[config.mk]
export PLATFORM = sky130hd
export DESIGN_NAME = dmem_arbiter
export DESIGN_NICKNAME = d
export VERILOG_FILES = /design/src/rtl/dmem_arbiter_pkg.sv /design/src/rtl/dmem_arbiter_store_fifo.sv /design/src/rtl/dmem_arbiter.sv
export SDC_FILE = /design/constraint.sdc
export NUM_CORES = 1
export LEC_CHECK = 0
export CORE_MARGIN = 8
export CORE_UTILIZATION = 54
export DETAILED_ROUTE_END_ITERATION = 8
export GPL_TIMING_DRIVEN = 0
export HOLD_SLACK_MARGIN = 0.02
export PLACE_DENSITY = 0.8
export SLEW_MARGIN = 20
export SYNTH_ARGS = -nofsm -noshare
export SYNTH_HDL_FRONTEND = slang
export SYNTH_SLANG_ARGS = --single-unit
[constraint.sdc]
create_clock -name clk -period 3.9 [get_ports clk]
set_clock_uncertainty 0.1 [all_clocks]
set_input_delay 0.975 -clock clk [delete_from_list [all_inputs] [get_ports clk]]
set_output_delay 0.975 -clock clk [all_outputs]
set_load 0.01 [all_outputs]
[src/rtl/dmem_arbiter_pkg.sv]
// Shared types for the data-memory arbiter: FSM states and the store queue entry.
package dmem_arbiter_pkg;

  typedef enum logic [1:0] {
    IDLE,
    LD_WAIT,
    ST_WAIT
  } dmem_arb_state_t;

  typedef struct packed {
    logic [31:0] addr;
    logic [3:0]  wmask;
    logic [31:0] wdata;
  } store_entry_t;

endpackage

[src/rtl/dmem_arbiter_store_fifo.sv]
// Circular buffer of committed stores with a per-entry word-address match vector
// used to hold back loads that would read ahead of an older store.
module store_fifo
  import dmem_arbiter_pkg::*;
#(
  parameter int unsigned DEPTH = 4
) (
  input  logic                   clk,
  input  logic                   rst,
  input  logic                   push,
  input  store_entry_t           push_entry,
  input  logic                   pop,
  output store_entry_t           head_entry,
  output logic [$clog2(DEPTH):0] count,
  input  logic [29:0]            match_word,
  output logic [DEPTH-1:0]       match_vec
);

  localparam int unsigned PTR_W = $clog2(DEPTH);

  store_entry_t     mem    [DEPTH];
  logic [PTR_W-1:0] head;
  logic [PTR_W-1:0] tail;
  logic [PTR_W-1:0] offset [DEPTH];

  assign head_entry = mem[head];

  always_ff @(posedge clk) begin
    if (rst) begin
      head  <= '0;
      tail  <= '0;
      count <= '0;
    end else begin
      if (push) tail <= tail + 1'b1;
      if (pop)  head <= head + 1'b1;
      if (push && !pop)
        count <= count + 1'b1;
      else if (pop && !push)
        count <= count - 1'b1;
    end
  end

  always_ff @(posedge clk) begin
    if (push) mem[tail] <= push_entry;
  end

  // An entry is live when its distance from head (mod DEPTH) is below count.
  always_comb begin
    for (int unsigned i = 0; i < DEPTH; i++) begin
      offset[i]    = PTR_W'(i) - head;
      match_vec[i] = ({1'b0, offset[i]} < count) && (mem[i].addr[31:2] == match_word);
    end
  end

endmodule

[src/rtl/dmem_arbiter.sv]
// Single-owner data-memory port arbiter: speculative loads vs committed stores,
// one outstanding transaction, load-after-store ordering and store anti-starvation.
module dmem_arbiter
  import dmem_arbiter_pkg::*;
#(
  parameter int unsigned STQ_DEPTH    = 4,
  parameter int unsigned ROB_IDX_W    = 4,
  parameter int unsigned STARVE_LIMIT = 8
) (
  input  logic                 clk,
  input  logic                 rst,
  input  logic                 flush,
  input  logic                 ld_req_valid,
  output logic                 ld_req_ready,
  input  logic [31:0]          ld_req_addr,
  input  logic [3:0]           ld_req_rmask,
  input  logic [ROB_IDX_W-1:0] ld_req_tag,
  output logic                 ld_resp_valid,
  output logic [31:0]          ld_resp_rdata,
  output logic [ROB_IDX_W-1:0] ld_resp_tag,
  input  logic                 st_valid,
  output logic                 st_ready,
  input  logic [31:0]          st_addr,
  input  logic [3:0]           st_wmask,
  input  logic [31:0]          st_wdata,
  output logic                 stq_empty,
  output logic [31:0]          dmem_addr,
  output logic [3:0]           dmem_rmask,
  output logic [3:0]           dmem_wmask,
  output logic [31:0]          dmem_wdata,
  input  logic [31:0]          dmem_rdata,
  input  logic                 dmem_resp
);

  localparam int unsigned CNT_W = $clog2(STQ_DEPTH) + 1;
  localparam int unsigned STV_W = $clog2(STARVE_LIMIT + 1);

  dmem_arb_state_t      state;
  store_entry_t         push_entry;
  store_entry_t         head_entry;
  logic [CNT_W-1:0]     count;
  logic [STQ_DEPTH-1:0] match_vec;
  logic [STV_W-1:0]     starve;
  logic [ROB_IDX_W-1:0] tag_q;
  logic                 squash;
  logic                 push;
  logic                 pop;
  logic                 conflict;
  logic                 force_store;
  logic                 sel_load;
  logic                 sel_store;

  assign push_entry = '{addr: st_addr, wmask: st_wmask, wdata: st_wdata};
  assign st_ready   = count < CNT_W'(STQ_DEPTH);
  assign stq_empty  = (count == '0);
  assign push       = st_valid && st_ready;
  assign pop        = (state == ST_WAIT) && dmem_resp;
  assign conflict   = |match_vec;
  assign force_store = (count == CNT_W'(STQ_DEPTH)) || (starve >= STV_W'(STARVE_LIMIT));

  store_fifo #(
    .DEPTH(STQ_DEPTH)
  ) u_stq (
    .clk       (clk),
    .rst       (rst),
    .push      (push),
    .push_entry(push_entry),
    .pop       (pop),
    .head_entry(head_entry),
    .count     (count),
    .match_word(ld_req_addr[31:2]),
    .match_vec (match_vec)
  );

  // A conflict always implies a non-empty queue, so the remaining store cases collapse to count != 0.
  always_comb begin
    sel_load  = 1'b0;
    sel_store = 1'b0;
    if (state == IDLE && !rst) begin
      if (!force_store && ld_req_valid && !flush && !conflict)
        sel_load = 1'b1;
      else if (count != '0)
        sel_store = 1'b1;
    end
  end

  assign ld_req_ready = sel_load;

  always_ff @(posedge clk) begin
    if (rst) begin
      state         <= IDLE;
      starve        <= '0;
      tag_q         <= '0;
      squash        <= 1'b0;
      ld_resp_valid <= 1'b0;
      ld_resp_rdata <= '0;
      ld_resp_tag   <= '0;
      dmem_addr     <= '0;
      dmem_rmask    <= '0;
      dmem_wmask    <= '0;
      dmem_wdata    <= '0;
    end else begin
      ld_resp_valid <= 1'b0;

      if (count == '0 || sel_store)
        starve <= '0;
      else if (sel_load)
        starve <= starve + 1'b1;

      case (state)
        IDLE: begin
          if (sel_load) begin
            dmem_addr  <= ld_req_addr;
            dmem_rmask <= ld_req_rmask;
            dmem_wmask <= '0;
            dmem_wdata <= '0;
            tag_q      <= ld_req_tag;
            state      <= LD_WAIT;
          end else if (sel_store) begin
            dmem_addr  <= head_entry.addr;
            dmem_rmask <= '0;
            dmem_wmask <= head_entry.wmask;
            dmem_wdata <= head_entry.wdata;
            state      <= ST_WAIT;
          end
        end
        LD_WAIT: begin
          squash <= squash | flush;
          if (dmem_resp) begin
            ld_resp_valid <= !(squash || flush);
            ld_resp_rdata <= dmem_rdata;
            ld_resp_tag   <= tag_q;
            squash        <= 1'b0;
            dmem_addr     <= '0;
            dmem_rmask    <= '0;
            dmem_wmask    <= '0;
            dmem_wdata    <= '0;
            state         <= IDLE;
          end
        end
        ST_WAIT: begin
          if (dmem_resp) begin
            dmem_addr  <= '0;
            dmem_rmask <= '0;
            dmem_wmask <= '0;
            dmem_wdata <= '0;
            state      <= IDLE;
          end
        end
        default: state <= IDLE;
      endcase
    end
  end

endmodule

==> metrics.cfg, run 1 <==
[timing]
timing.setup.tns_ns = 0
setup_repair_after_global_routing_missed_its_margin = yes
timing.max_slew.rel_slack = 0.346
slew_violations = 0
report.final.setup_viol = 0
achievable-frequency_mhz = 257
timing.final.hold_violations = 0
tightestPinTransition_ns = 0.981
layout_worst_path_cycle_share = 0.997
timing.final.crit_period_ns = 3.89

[drt]
detail_route.vias_per_cell = 5.73
detailedRoute.firstIterationViolations = 724
drt.antenna.violating_nets = 0
drcViolationCount = 0
detail_route.wl_per_cell_um = 24.6
via_count = 9574
total_wire_length_mm = 41.0
drt_pass1_iterations = 5

[floorplan]
number_of_rows_in_the_core_area = 63
die_area_sq_um = 35600
core_sq_um = 29500
die_h_um = 189
die_w_um = 189
number_of_top_level_pins = 258
floorplan.initialDensity = 0.546

[layout]
layout_common_cells = sky130_fd_sc_hd__edfxtp_1, sky130_fd_sc_hd__clkdlybuf4s50_1, sky130_fd_sc_hd__dfxtp_1
final_common_cell = sky130_fd_sc_hd__edfxtp_1
final_cell_area_sq_um = 20700
stdcell_count = 1670
syn_to_final_growth_pct = 28.5
fin_nets = 1408
post_route_cells_drive_above_1_share = 0.185

[worst_setup_path]
rr_endpoint = dmem_addr[12]
rr_worst_depth = 10
worst_path_largest_cell_delay_ns = 0.31
cp-start-kind = input pin
arrival_ns = 2.81
critical_path.top_delay_family = simple AND/OR/NAND/NOR gates
path_buf_inv = 5
reg2reg_slack_ns = 0.62
critical_path.slowest_cell = sky130_fd_sc_hd__nor4_2
crit_path_max_fanout = 7
regToRegStartpoint = u_stq.mem[2][51]
cp.depth = 11
worst_ep_required_time_ns = 2.82
critPathKind = input pin to primary output
worst_path_most_repeated_cell = sky130_fd_sc_hd__buf_4
end_kind = primary output
critical_path_cell_sequence = buf_12, buf_4, xor2_1, nor4_2, nand4_1, a2111oi_4, buf_4, nor4b_4, nand2_4, clkinv_8, buf_6

[synthesis]
synth_edf_count = 272
yosys_warnings = 0
syn_nets = 1122
flip_flop_and_latch_count_after_synthesis = 401
synth.avg_cell_area_sq_um = 16.8
syn-instance-count = 960
netlist_area_sq_um = 16100
unique_masters_post_synth = 44
ys_async_sr_fraction = 0
synth_flop_cell = sky130_fd_sc_hd__edfxtp_1
synth_seq_area_share = 0.668

[clock_network]
numClockSinks = 401
clk_root_buffer_cell = sky130_fd_sc_hd__clkbuf_16
cts_buffer_depth = 3
ctsHtreeMaxLevel = 2
clkLatencyLatePin_ns = 0.54
clock_tree_from_tritoncts = yes
tritoncts.num_buffers = 40
clock_pin_transition_on_the_worst_setup_and_hold_timing_paths_ns = 0.06
cts.hold.buffers_added = 0

[grt]
vias_in_the_first_global_route = 9934
largest_net_degree_at_the_start_of_global_routing = 42
antenna_violations_before_repair = 8
track_usage = 0.223
grt_pass1_wl_mm = 60.5
grt_remaining_overflow = 0

[min_path]
worst_min_delay_path_category = flop to flop
min_to = ld_resp_valid
whs_path_depth = 1
min-delay-start = squash

[job]
maxCapViolCount = 0

[power]
power_leakage_nw = 7.20
power_per_cell_area_nw_per_um2 = 599
ir_drop_mv = 0.444

[placed_design]
cell_count_after_placement = 1581
portBuffers = 227
dp_hpwl_mm = 28.5
finalWeightedCongestion = 0.881
dpl-instance-area_sq_um = 19000

[run_status]
run_status = finished clean

flip-flops by register name, indices dropped and copies added, names as in the netlist, 4 cells and up, named ones only:
name	cells
dmem_addr	32
dmem_rmask	4
dmem_wdata	32
dmem_wmask	4
ld_resp_rdata	32
ld_resp_tag	4
starve	4
tag_q	4
u_stq.mem	272
worst max-delay path by stage:
stage / start / end / slack, ns
CTS: ld_req_addr[6] / ld_req_ready / 0.02
detailed placement: ld_req_addr[25] / ld_req_ready / -0.90
global placement: st_valid / u_stq.mem[1][8] / -1.57
finish: ld_req_addr[6] / ld_req_ready / 0.01
global route: u_stq.head[0] / ld_req_ready / -0.03
floorplan: ld_req_addr[12] / ld_req_ready / 0.28
metrics by stage:
stage                     hold WS, ns  utilization  worst slack, ns  power (mW)
after floorplan                 0.298            -            0.279        7.37
after global placement          0.318        0.639            -1.57        8.69
after detailed placement        0.334        0.643           -0.903        8.77
after CTS                       0.344        0.690           0.0153        12.4
after global routing            0.374        0.701          -0.0327        12.9
final                           0.347        0.701           0.0109        12.4
per-layer routing:
metal	GRT usage	up-vias	share of wire
li1	-	4286	-
met5	0	-	0.0019
met2	0.370	408	0.50
met4	0.0695	12	0.023
met1	0.281	4789	0.39
met3	0.0628	79	0.090
worst reg2reg max path, cell delays in order (launching register included):
cell                        delay [ns]
sky130_fd_sc_hd__edfxtp_1         0.47
sky130_fd_sc_hd__xor2_4           0.20
sky130_fd_sc_hd__nor4_4           0.30
sky130_fd_sc_hd__nand4_1          0.28
sky130_fd_sc_hd__a2111oi_4        0.49
sky130_fd_sc_hd__nor3_4           0.12
sky130_fd_sc_hd__buf_4            0.15
sky130_fd_sc_hd__buf_4            0.14
sky130_fd_sc_hd__a21oi_4          0.40
sky130_fd_sc_hd__buf_2            0.35
sky130_fd_sc_hd__o2bb2ai_1        0.15
report_power, final:
| group | switching, mW | internal, mW |
|---|---|---|
| sequential | 0.311 | 5.20 |
| combinational | 1.71 | 1.56 |
| clock | 1.59 | 2.00 |
cell families after synthesis:
kind of cell / Yosys count / share of synthesized area
buffers and inverters: 86 / 0.0281
adders and majority gates: 16 / 0.0129
DFF: 401 / 0.668
AOI/OAI and AO/OA: 135 / 0.0718
xor gates and xnor gates: 127 / 0.0691
and+or+nand+nor: 93 / 0.0336
muxes: 102 / 0.116
final cells by class:
class / count / area [sq um]
clock inverters: 18 / 125
flip-flops and latches: 401 / 10800
fillers: 1904 / 8800
diodes: 2 / 5.00
plain buffers: 71 / 439
repair buffers: 245 / 2490
multi-input cells: 473 / 5210
well taps: 390 / 488
clock buffers: 56 / 1100
inverters: 14 / 65.1
synth_stat cells (all sizes together) (5+ instances only):
cell	instances	area, sq um
nor2	20	91.3
ha	15	188
and2	5	31.3
dfxtp	129	2580
o2bb2ai	33	308
o21ai	6	30.0
nor4	23	144
edfxtp	272	8170
a22o	76	666
inv	14	52.6
clkbuf	22	82.6
mux2i	34	340
nand2	8	40.0
mux4	68	1530
a21oi	12	71.3
xnor2	29	254
buf	50	318
nor2b	6	37.5
nor3	6	35.0
nand4	10	62.6
nand3	6	30.0
xor2	98	858
timing repair:
item / CTS / global route
resized for setup: 23 / 53
endpoints found under the setup margin: 1 / 1
pin swaps: 7 / 17
setup buffers: 4 / 10
(Power assumes the default switching activity.)
==> inputs of run 2 (changes only) <==
--- a/config.mk
+++ b/config.mk
@@ -7,6 +7,7 @@
 export LEC_CHECK = 0
 export CORE_MARGIN = 8
 export CORE_UTILIZATION = 54
+export CTS_CLUSTER_SIZE = 14
 export DETAILED_ROUTE_END_ITERATION = 8
 export GPL_TIMING_DRIVEN = 0
 export HOLD_SLACK_MARGIN = 0.02
==> constraint.sdc (replaced) <==
create_clock -name clk -period 3.6 [get_ports clk]
set_clock_uncertainty 0.1 [all_clocks]
set_input_delay 0.9 -clock clk [delete_from_list [all_inputs] [get_ports clk]]
set_output_delay 0.9 -clock clk [all_outputs]
set_load 0.01 [all_outputs]
==> metrics.cfg, run 2 (synthesis results as in run 1) <==
[clock_network]
tritoncts.num_buffers = 40  ; unchanged
numClockSinks = 401  ; unchanged
clock_tree_from_tritoncts = yes  ; unchanged
cts.hold.buffers_added = 0  ; unchanged
cts_buffer_depth = 3  ; unchanged
clock_pin_transition_on_the_worst_setup_and_hold_timing_paths_ns = 0.06  ; about the same
ctsHtreeMaxLevel = 2  ; unchanged
clkLatencyLatePin_ns = 0.54  ; about the same
clk_root_buffer_cell = sky130_fd_sc_hd__clkbuf_16  ; unchanged

[floorplan]
number_of_top_level_pins = 258  ; unchanged
die_area_sq_um = 35600  ; unchanged
die_h_um = 189  ; unchanged
number_of_rows_in_the_core_area = 63  ; unchanged
die_w_um = 189  ; unchanged
floorplan.initialDensity = 0.546  ; unchanged
core_sq_um = 29500  ; unchanged

[worst_setup_path]
rr_endpoint = dmem_addr[20]  ; was dmem_addr[12]
worst_ep_required_time_ns = 2.60  ; was 2.82 ns
end_kind = primary output  ; unchanged
arrival_ns = 2.70  ; was 2.81 ns
critPathKind = input pin to primary output  ; unchanged
rr_worst_depth = 11  ; was 10
regToRegStartpoint = u_stq.mem[2][38]  ; was u_stq.mem[2][51]
crit_path_end = ld_req_ready  ; unchanged
reg2reg_slack_ns = 0.34  ; was 0.62 ns
crit_path_max_fanout = 5  ; was 7
cp-start-kind = input pin  ; unchanged
worst_setup_path_startpoint = ld_req_addr[2]  ; was ld_req_addr[6]

[timing]
achievable-frequency_mhz = 270
report.final.setup_viol = 1  ; was 0
timing.final.crit_period_ns = 3.70
tightestPinTransition_ns = 1.02  ; was 0.981 ns
timing.max_slew.rel_slack = 0.322  ; was 0.346
setup_repair_after_global_routing_missed_its_margin = yes  ; unchanged
slew_violations = 0  ; unchanged
layout_worst_path_cycle_share = 1.03
timing.final.hold_violations = 0  ; unchanged
worst_slack_ns = -0.101  ; was 0.0109 ns

[placed_design]
finalWeightedCongestion = 0.881  ; unchanged
dp_hpwl_mm = 28.5  ; unchanged
portBuffers = 227  ; unchanged
dpl-instance-area_sq_um = 19000  ; unchanged

[layout]
post_layout_util = 0.700  ; was 0.701
syn_to_final_growth_pct = 28.2  ; was 28.5%
final_common_cell = sky130_fd_sc_hd__edfxtp_1  ; unchanged
registers.top_by_ff_count = u_stq.mem  ; unchanged
layout_common_cells = sky130_fd_sc_hd__edfxtp_1, sky130_fd_sc_hd__clkdlybuf4s50_1, sky130_fd_sc_hd__dfxtp_1  ; unchanged
post_route_cells_drive_above_1_share = 0.188  ; was 0.185
max_ffs_per_register = 272  ; unchanged
final_cell_area_sq_um = 20600  ; was 20700 sq um
fin_nets = 1403  ; was 1408

[drt]
detail_route.vias_per_cell = 5.76  ; was 5.73
detail_route.wl_per_cell_um = 24.4  ; was 24.6 um
detailedRoute.firstIterationViolations = 754  ; was 724
drcViolationCount = 0  ; unchanged
drt.antenna.violating_nets = 0  ; unchanged
drt_pass1_iterations = 5  ; unchanged
total_wire_length_mm = 40.7  ; was 41.0 mm
via_count = 9588  ; was 9574

[power]
power_per_cell_area_nw_per_um2 = 649  ; was 599 nW/um^2
final_total_pwr_mw = 13.4  ; was 12.4 mW
ir_drop_mv = 0.480  ; was 0.444 mV
power_leakage_nw = 7.16  ; was 7.20 nW

[job]
maxCapViolCount = 0  ; unchanged

[run_status]
failed_checks = negative setup slack
run_status = finished with violations  ; was finished clean

[grt]
vias_in_the_first_global_route = 9929  ; was 9934
grt_pass1_wl_mm = 60.5  ; about the same
antenna_violations_before_repair = 7  ; was 8
track_usage = 0.223  ; about the same
largest_net_degree_at_the_start_of_global_routing = 42  ; unchanged
grt_remaining_overflow = 0  ; unchanged

[min_path]
worst_min_delay_path_category = flop to flop  ; unchanged

run 2: repair_timing:
action / 4_1_cts / 5_1_grt
gates resized for setup: 53 / 20
pin swaps: 21 / 14
setup endpoints to repair: 1 / 1
buffers inserted: 7 / 2
run 2: layout make-up:
type                       instances  area (sq um)
timing repair buffer             240          2450
clock inverter                    18           125
multi-input combinational        473          5210
buffer                            71           433
antenna                            3          7.51
tap                              390           488
clock buffer                      56          1100
sequential                       401         10800
fill                            1907          8850
inverter                          14          60.1
run 2: per-layer routing:
metal | vias up | wire (um) | track usage
li1 | 4288 | - | -
met1 | 4780 | 15900 | 0.281
met2 | 426 | 20000 | 0.374
met3 | 84 | 3700 | 0.0623
met4 | 10 | 1010 | 0.0637
met5 | - | 69 | 0
run 2: metrics by stage:
step | hold slack (ns) | std cells | setup TNS [ns] | setup WS, ns
CTS | 0.344 | 1661 | 0 | 0.00116
floorplan | 0.298 | 960 | 0 | 0.129
detailed placement | 0.334 | 1581 | -14.03 | -1.05
finish | 0.346 | 1666 | -0.101 | -0.101
global route | 0.374 | 1665 | -0.144 | -0.144
global placement | 0.318 | 1577 | -492.63 | -1.80
run 2: worst min path at each step:
stage	depth (start not counted)	from	end	slack [ns]
global route	1	squash	ld_resp_valid	0.37
detailed placement	1	squash	ld_resp_valid	0.33
global placement	1	squash	ld_resp_valid	0.32
floorplan	1	squash	ld_resp_valid	0.30
finish	1	squash	ld_resp_valid	0.35
CTS	1	squash	ld_resp_valid	0.34
run 2: worst max-delay path: stages:
cell	delay, ns
sky130_fd_sc_hd__buf_4	0.14
sky130_fd_sc_hd__xor2_2	0.16
sky130_fd_sc_hd__nor4_2	0.42
sky130_fd_sc_hd__nand3_1	0.21
sky130_fd_sc_hd__a2111oi_4	0.47
sky130_fd_sc_hd__nor3_4	0.11
sky130_fd_sc_hd__nand2_4	0.11
sky130_fd_sc_hd__inv_8	0.03
sky130_fd_sc_hd__buf_4	0.13
run 2: power breakdown:
| part | internal [mW] | leakage, nW | total (mW) | switching, mW |
|---|---|---|---|---|
| combinational | 1.69 | 3.00 | 3.55 | 1.85 |
| clock | 2.16 | 0.611 | 3.88 | 1.72 |
| sequential | 5.64 | 3.55 | 5.97 | 0.333 |
| total | 9.49 | 7.16 | 13.4 | 3.90 |
==> variant 1, RTL diff (flow settings as in run 1) <==
The 3 states of `dmem_arb_state_t` get a one-hot encoding in 3 bits.
--- a/src/rtl/dmem_arbiter_pkg.sv
+++ b/src/rtl/dmem_arbiter_pkg.sv
@@ -1,10 +1,10 @@
 // Shared types for the data-memory arbiter: FSM states and the store queue entry.
 package dmem_arbiter_pkg;
 
-  typedef enum logic [1:0] {
-    IDLE,
-    LD_WAIT,
-    ST_WAIT
+  typedef enum logic [2:0] {
+    IDLE    = 3'b001,
+    LD_WAIT = 3'b010,
+    ST_WAIT = 3'b100
   } dmem_arb_state_t;
 
   typedef struct packed {
Formal check against the unedited RTL: no difference found for any inputs over 4 cycles, from zero or initial values and one cycle with rst high; so few cycles prove little.
==> variant 1 against run 1 <==
  * The run now ends with negative setup slack left
  * Synthesized area rose by 4.9%
  * Cell area increased by 3.1%
  * Total power decreased by 1.7%
  * Register-to-register slack got worse by 0.23 ns
  * Sequential power decreased by 0.7%
  * Routed wire length rose by 15%
  * Sequential cell count is 1 higher
  * Setup slack got worse by 0.075 ns
  * Die area is 4.5% higher
  * Largest power group unchanged
  * Highest routed layer unchanged
==> variant 1: results (changes against run 1) <==
run_status:
  status: "complete, but fails checks"  # was complete, no violations
  violations: "negative setup slack"
clock_tree:
  numCtsBuffers: 42  # was 40
  clkTransAtPathRegs_ns: 0.06  # about the same
  post_cts_resized: 29  # was 23
pwr:
  peakVddDrop_uv: 428  # was 444 µV
  leakage_uw: 0.00698  # was 0.00720 µW
yosys:
  seq_area_frac_synth_pct: 63.8  # was 66.8%
  synth-async-reset-ratio_pct: 0  # unchanged
  synth_compound_area_share_pct: 4.33  # was 7.18%
  synthXorXnorAreaFrac_pct: 6.59  # was 6.91%
  synth_adder_area_share_pct: 0.934  # was 1.29%
  ys_top_cells_by_count: "272 x edfxtp_1, 130 x dfxtp_1, 113 x a21oi_1"  # was 272 x edfxtp_1, 129 x dfxtp_1, 98 x xor2_1
  synth_nets: 1349  # was 1,122
  yosysWarnings: 0  # unchanged
  synth-edff-count: 272  # unchanged
  ys_types: 49  # was 44
  synth_area_leaders: "edfxtp_1 48%, dfxtp_1 15%, mux4_2 9.1%"  # was edfxtp_1 51%, dfxtp_1 16%, mux4_2 9.5%
  synth.mux.area_fraction_pct: 11.9  # was 11.6%
grt:
  grt_pass1_wl_um: 68400  # was 60,500 µm
  grt_max_degree: 41  # was 42
  grt_antenna_before_repair: 11  # was 8
  grt_usage_pct: 24.7  # was 22.3%
worst_setup_path:
  critPathMaxStageDelay_ns: 0.45  # was 0.31 ns
  rrSetupSlack_ns: 0.39  # was 0.62 ns
  cp_max_fo: 11  # was 7
place:
  dp_slack_ns: -0.933  # was -0.903 ns
  dpl.hpwl_um: 33200  # was 28,500 µm
  place.gp.congestion: 0.902  # was 0.881
detailed_routing:
  drtPass1Iterations: 6  # was 5
  wl_um: 47400  # was 41,000 µm
  drt-initial-drc-count: 1027  # was 724
  vias: 11294  # was 9,574
timing:
  final-setup-viol-count: 1  # was 0
  holdWs_ns: 0.350  # was 0.347 ns
  hold_viol: 0  # unchanged
  post-route-worst-setup-slack_ns: -0.0641  # was 0.0109 ns
  slew_headroom_pct: 31.6  # was 34.6%
cells_and_area:
  nets: 1633  # was 1,408
  final_layout_size_suffix_gt1_share_pct: 15.0  # was 18.5%
==> variant 1: per-stage QoR <==
| step | TNS [ns] | std cells | cell area [µm²] | util (%) | total power, µW |
|---|---|---|---|---|---|
| floorplan | 0 | 1191 | 16900 | - | 7000 |
| global placement | -394.54 | 1814 | 19700 | 64.1 | 8240 |
| detailed placement | -1.09 | 1818 | 19700 | 64.4 | 8320 |
| CTS | 0 | 1898 | 21200 | 69.2 | 12200 |
| global route | -0.0598 | 1908 | 21300 | 69.5 | 12600 |
| finish | -0.0641 | 1908 | 21300 | 69.5 | 12200 |
==> variant 1: metal layers <==
layer  share of wire, %  wire length (µm)  GRT usage (%)  vias up
met2                 48             22700           41.0      580
li1                   -                 -              -     4981
met1                 38             17900           29.9     5580
met5               0.18                84              0        -
met3                 10              4880           6.96      139
met4                4.0              1880           10.2       14
==> variant 1: path summary, 6_finish.rpt <==
check                       from             end  depth (start not counted)
setup / recovery  ld_req_addr[6]    ld_req_ready                          9
setup reg to reg  u_stq.count[0]   dmem_addr[10]                          8
hold / removal          tag_q[2]  ld_resp_tag[2]                          2
hold reg to reg         tag_q[2]  ld_resp_tag[2]                          2
==> variant 1: final cells by class <==
class                           instances  area [µm²]
Clock buffer                           62        1230
Buffer                                 95         447
Inverter                               14        65.1
Fill cell                            2091        9350
Timing Repair Buffer                  242        2440
Clock inverter                         15         104
Antenna cell                            4        10.0
Multi-Input combinational cell        678        5750
Tap cell                              396         495
Sequential cell                       402       10800
==> variant 1: report_power, final <==
group / total [µW] / internal, µW / switching (µW) / leakage, µW
sequential: 5470 / 5160 / 313 / 0.00355
clock: 3840 / 2260 / 1580 / 0.000660
combinational: 2860 / 1270 / 1590 / 0.00277
==> variant 2, RTL diff (settings of run 1) <==
Without the edit above. `STARVE_LIMIT`: 8 -> 32.
--- a/src/rtl/dmem_arbiter.sv
+++ b/src/rtl/dmem_arbiter.sv
@@ -5,7 +5,7 @@
 #(
   parameter int unsigned STQ_DEPTH    = 4,
   parameter int unsigned ROB_IDX_W    = 4,
-  parameter int unsigned STARVE_LIMIT = 8
+  parameter int unsigned STARVE_LIMIT = 32
 ) (
   input  logic                 clk,
   input  logic                 rst,
Behaviour: same outputs for any inputs over 4 cycles, from zero or initial values and one cycle with rst high; that may be too few to reach the edited logic, so the function may still have changed.
==> variant 2 against run 1 <==
  * Routed wire length rose by 2.0%
  * Synthesized cell count rose by 5.8%
  * Synthesized area rose by 0.68%
  * Setup slack improved by 0.086 ns
  * Cell area barely moved
  * Sequential cell count rose by 2
  * Total power rose by 7.0%
  * Largest cell class unchanged
==> variant 2: results (changes against run 1) <==
run_status:
  status: "complete, no violations"  # unchanged
clock_tree:
  clkTransAtPathRegs_ns: 0.06  # about the same
  cts-root-buf: "clkbuf_16"  # unchanged
  numCtsBuffers: 41  # was 40
detailed_routing:
  wl_per_cell_um: 24.4  # was 24.6 µm
  drt-met1-wl_um: 16800  # was 16,000 µm
  top_layer: "met5"  # unchanged
  drtPass1Iterations: 4  # was 5
  viasPerCell: 5.70  # was 5.73
  drt-initial-drc-count: 621  # was 724
  met3WireLength_um: 3550  # was 3690 µm
  dr_wl_met2_um: 20400  # was 20,300 µm
cells_and_area:
  largest_reg_flops: 272  # unchanged
  nets: 1455  # was 1,408
  final_layout_size_suffix_gt1_share_pct: 16.8  # was 18.5%
pwr:
  leakage_uw: 0.00728  # was 0.00720 µW
  peakVddDrop_uv: 421  # was 444 µV
yosys:
  yosysWarnings: 0  # unchanged
  synth_nets: 1178  # was 1,122
  synthXorXnorAreaFrac_pct: 6.87  # was 6.91%
  synth.mux.area_fraction_pct: 11.6  # about the same
  synth_area_leaders: "edfxtp_1 50%, dfxtp_1 16%, mux4_2 9.5%"  # was edfxtp_1 51%, dfxtp_1 16%, mux4_2 9.5%
  synth_adder_area_share_pct: 1.28  # was 1.29%
  seq_area_frac_synth_pct: 66.6  # was 66.8%
  ys_top_cells_by_count: "272 x edfxtp_1, 131 x dfxtp_1, 98 x xor2_1"  # was 272 x edfxtp_1, 129 x dfxtp_1, 98 x xor2_1
  synth_compound_area_share_pct: 6.57  # was 7.18%
grt:
  grt_max_degree: 43  # was 42
  grt_pass1_vias: 10280  # was 9,934
  grt_usage_pct: 22.8  # was 22.3%
  grt_pass1_wl_um: 62300  # was 60,500 µm
  grt_antenna_before_repair: 2  # was 8
timing:
  tightestPinTransition_ns: 0.956  # was 0.981 ns
place:
  port_buffers: 226  # was 227
  place.gp.congestion: 0.896  # was 0.881
  dpl.hpwl_um: 29400  # was 28,500 µm
  dp_slack_ns: -1.13  # was -0.903 ns
worst_setup_path:
  cp_max_fo: 5  # was 7
  worstPathArrival_ns: 2.73  # was 2.81 ns
hold_path:
  worstHoldPathType: "reg -> reg"  # unchanged
## variant 2: cell types whose count changed after synthesis, moves of 3 or more
| cell | run 1 | this run |
|---|---|---|
| a31o_2 | 0 | 4 |
| nand2b_1 | 4 | 1 |
| a22o_1 | 76 | 72 |
| or3_1 | 2 | 5 |
| inv_1 | 13 | 22 |
| nand3_1 | 6 | 10 |
| o21ai_0 | 6 | 19 |
| o2bb2ai_1 | 32 | 0 |
| clkbuf_1 | 22 | 29 |
| nand2_1 | 6 | 37 |
| o21ai_1 | 0 | 21 |
| buf_6 | 10 | 7 |
## variant 2: metal layers
metal  GRT usage, %  vias to the layer above
met5              0                        -
met1           29.3                     4834
met2           38.2                      444
met4           7.37                        2
li1               -                     4415
met3           4.86                       80
## variant 2: final cells by class
| type | instances | area, µm² |
|---|---|---|
| multi-input combinational | 514 | 5120 |
| timing repair buffer | 236 | 2420 |
| clock buffer | 57 | 1190 |
| antenna | 1 | 2.50 |
| sequential | 403 | 10800 |
| clock inverter | 18 | 176 |
| tap | 390 | 488 |
| buffer | 75 | 393 |
| inverter | 22 | 85.1 |
| fill | 1956 | 8890 |
## variant 2: cells by family (layout without fill, tap and decap cells)
family / count (synthesis) / in the layout
other cells: 0 / 1
compound gates: 141 / 141
xor+xnor: 127 / 127
flops: 403 / 403
mux: 102 / 102
buf+inv: 99 / 408
simple gates: 128 / 128
fa+ha+maj: 16 / 16
## variant 2: worst paths after layout
| path | from | end | slack, ns | cells after the start |
|---|---|---|---|---|
| max | ld_req_addr[5] | ld_req_ready | 0.1 | 9 |
| min | squash | ld_resp_valid | 0.34 | 1 |
| max reg2reg | u_stq.head[1] | dmem_addr[24] | 0.37 | 11 |
| min reg2reg | squash | ld_resp_valid | 0.34 | 1 |
## variant 2: timing repair
action,CTS,global route
endpoints found under the setup margin,1,1
gates resized for setup,24,21
pin swaps,9,11
setup buffers,6,0
## variant 2: where the power goes
group | internal, µW | switching, µW | total, µW
clock network | 2330 | 1590 | 3920
registers | 5360 | 396 | 5750
logic | 1730 | 1840 | 3570
## variant 2: worst max-delay path: stages
cell     delay [ns]
buf_2          0.15
xnor2_2        0.29
nand4_1        0.21
or4_4          0.57
o21ai_4        0.18
nor4_4         0.08
nand3_4        0.12
inv_4          0.03
buf_6          0.11
## variant 2: per-stage QoR
stage | instances | utilization [%] | TNS (ns) | instance area [µm²]
2_1_floorplan | 1016 | - | -0.00593 | 16200
3_3_place_gp | 1632 | 64.1 | -432.84 | 19000
3_5_place_dp | 1636 | 64.5 | -19.00 | 19100
4_1_cts | 1716 | 69.6 | -0.00702 | 20600
5_1_grt | 1716 | 69.9 | 0 | 20700
6_report | 1716 | 69.9 | 0 | 20700
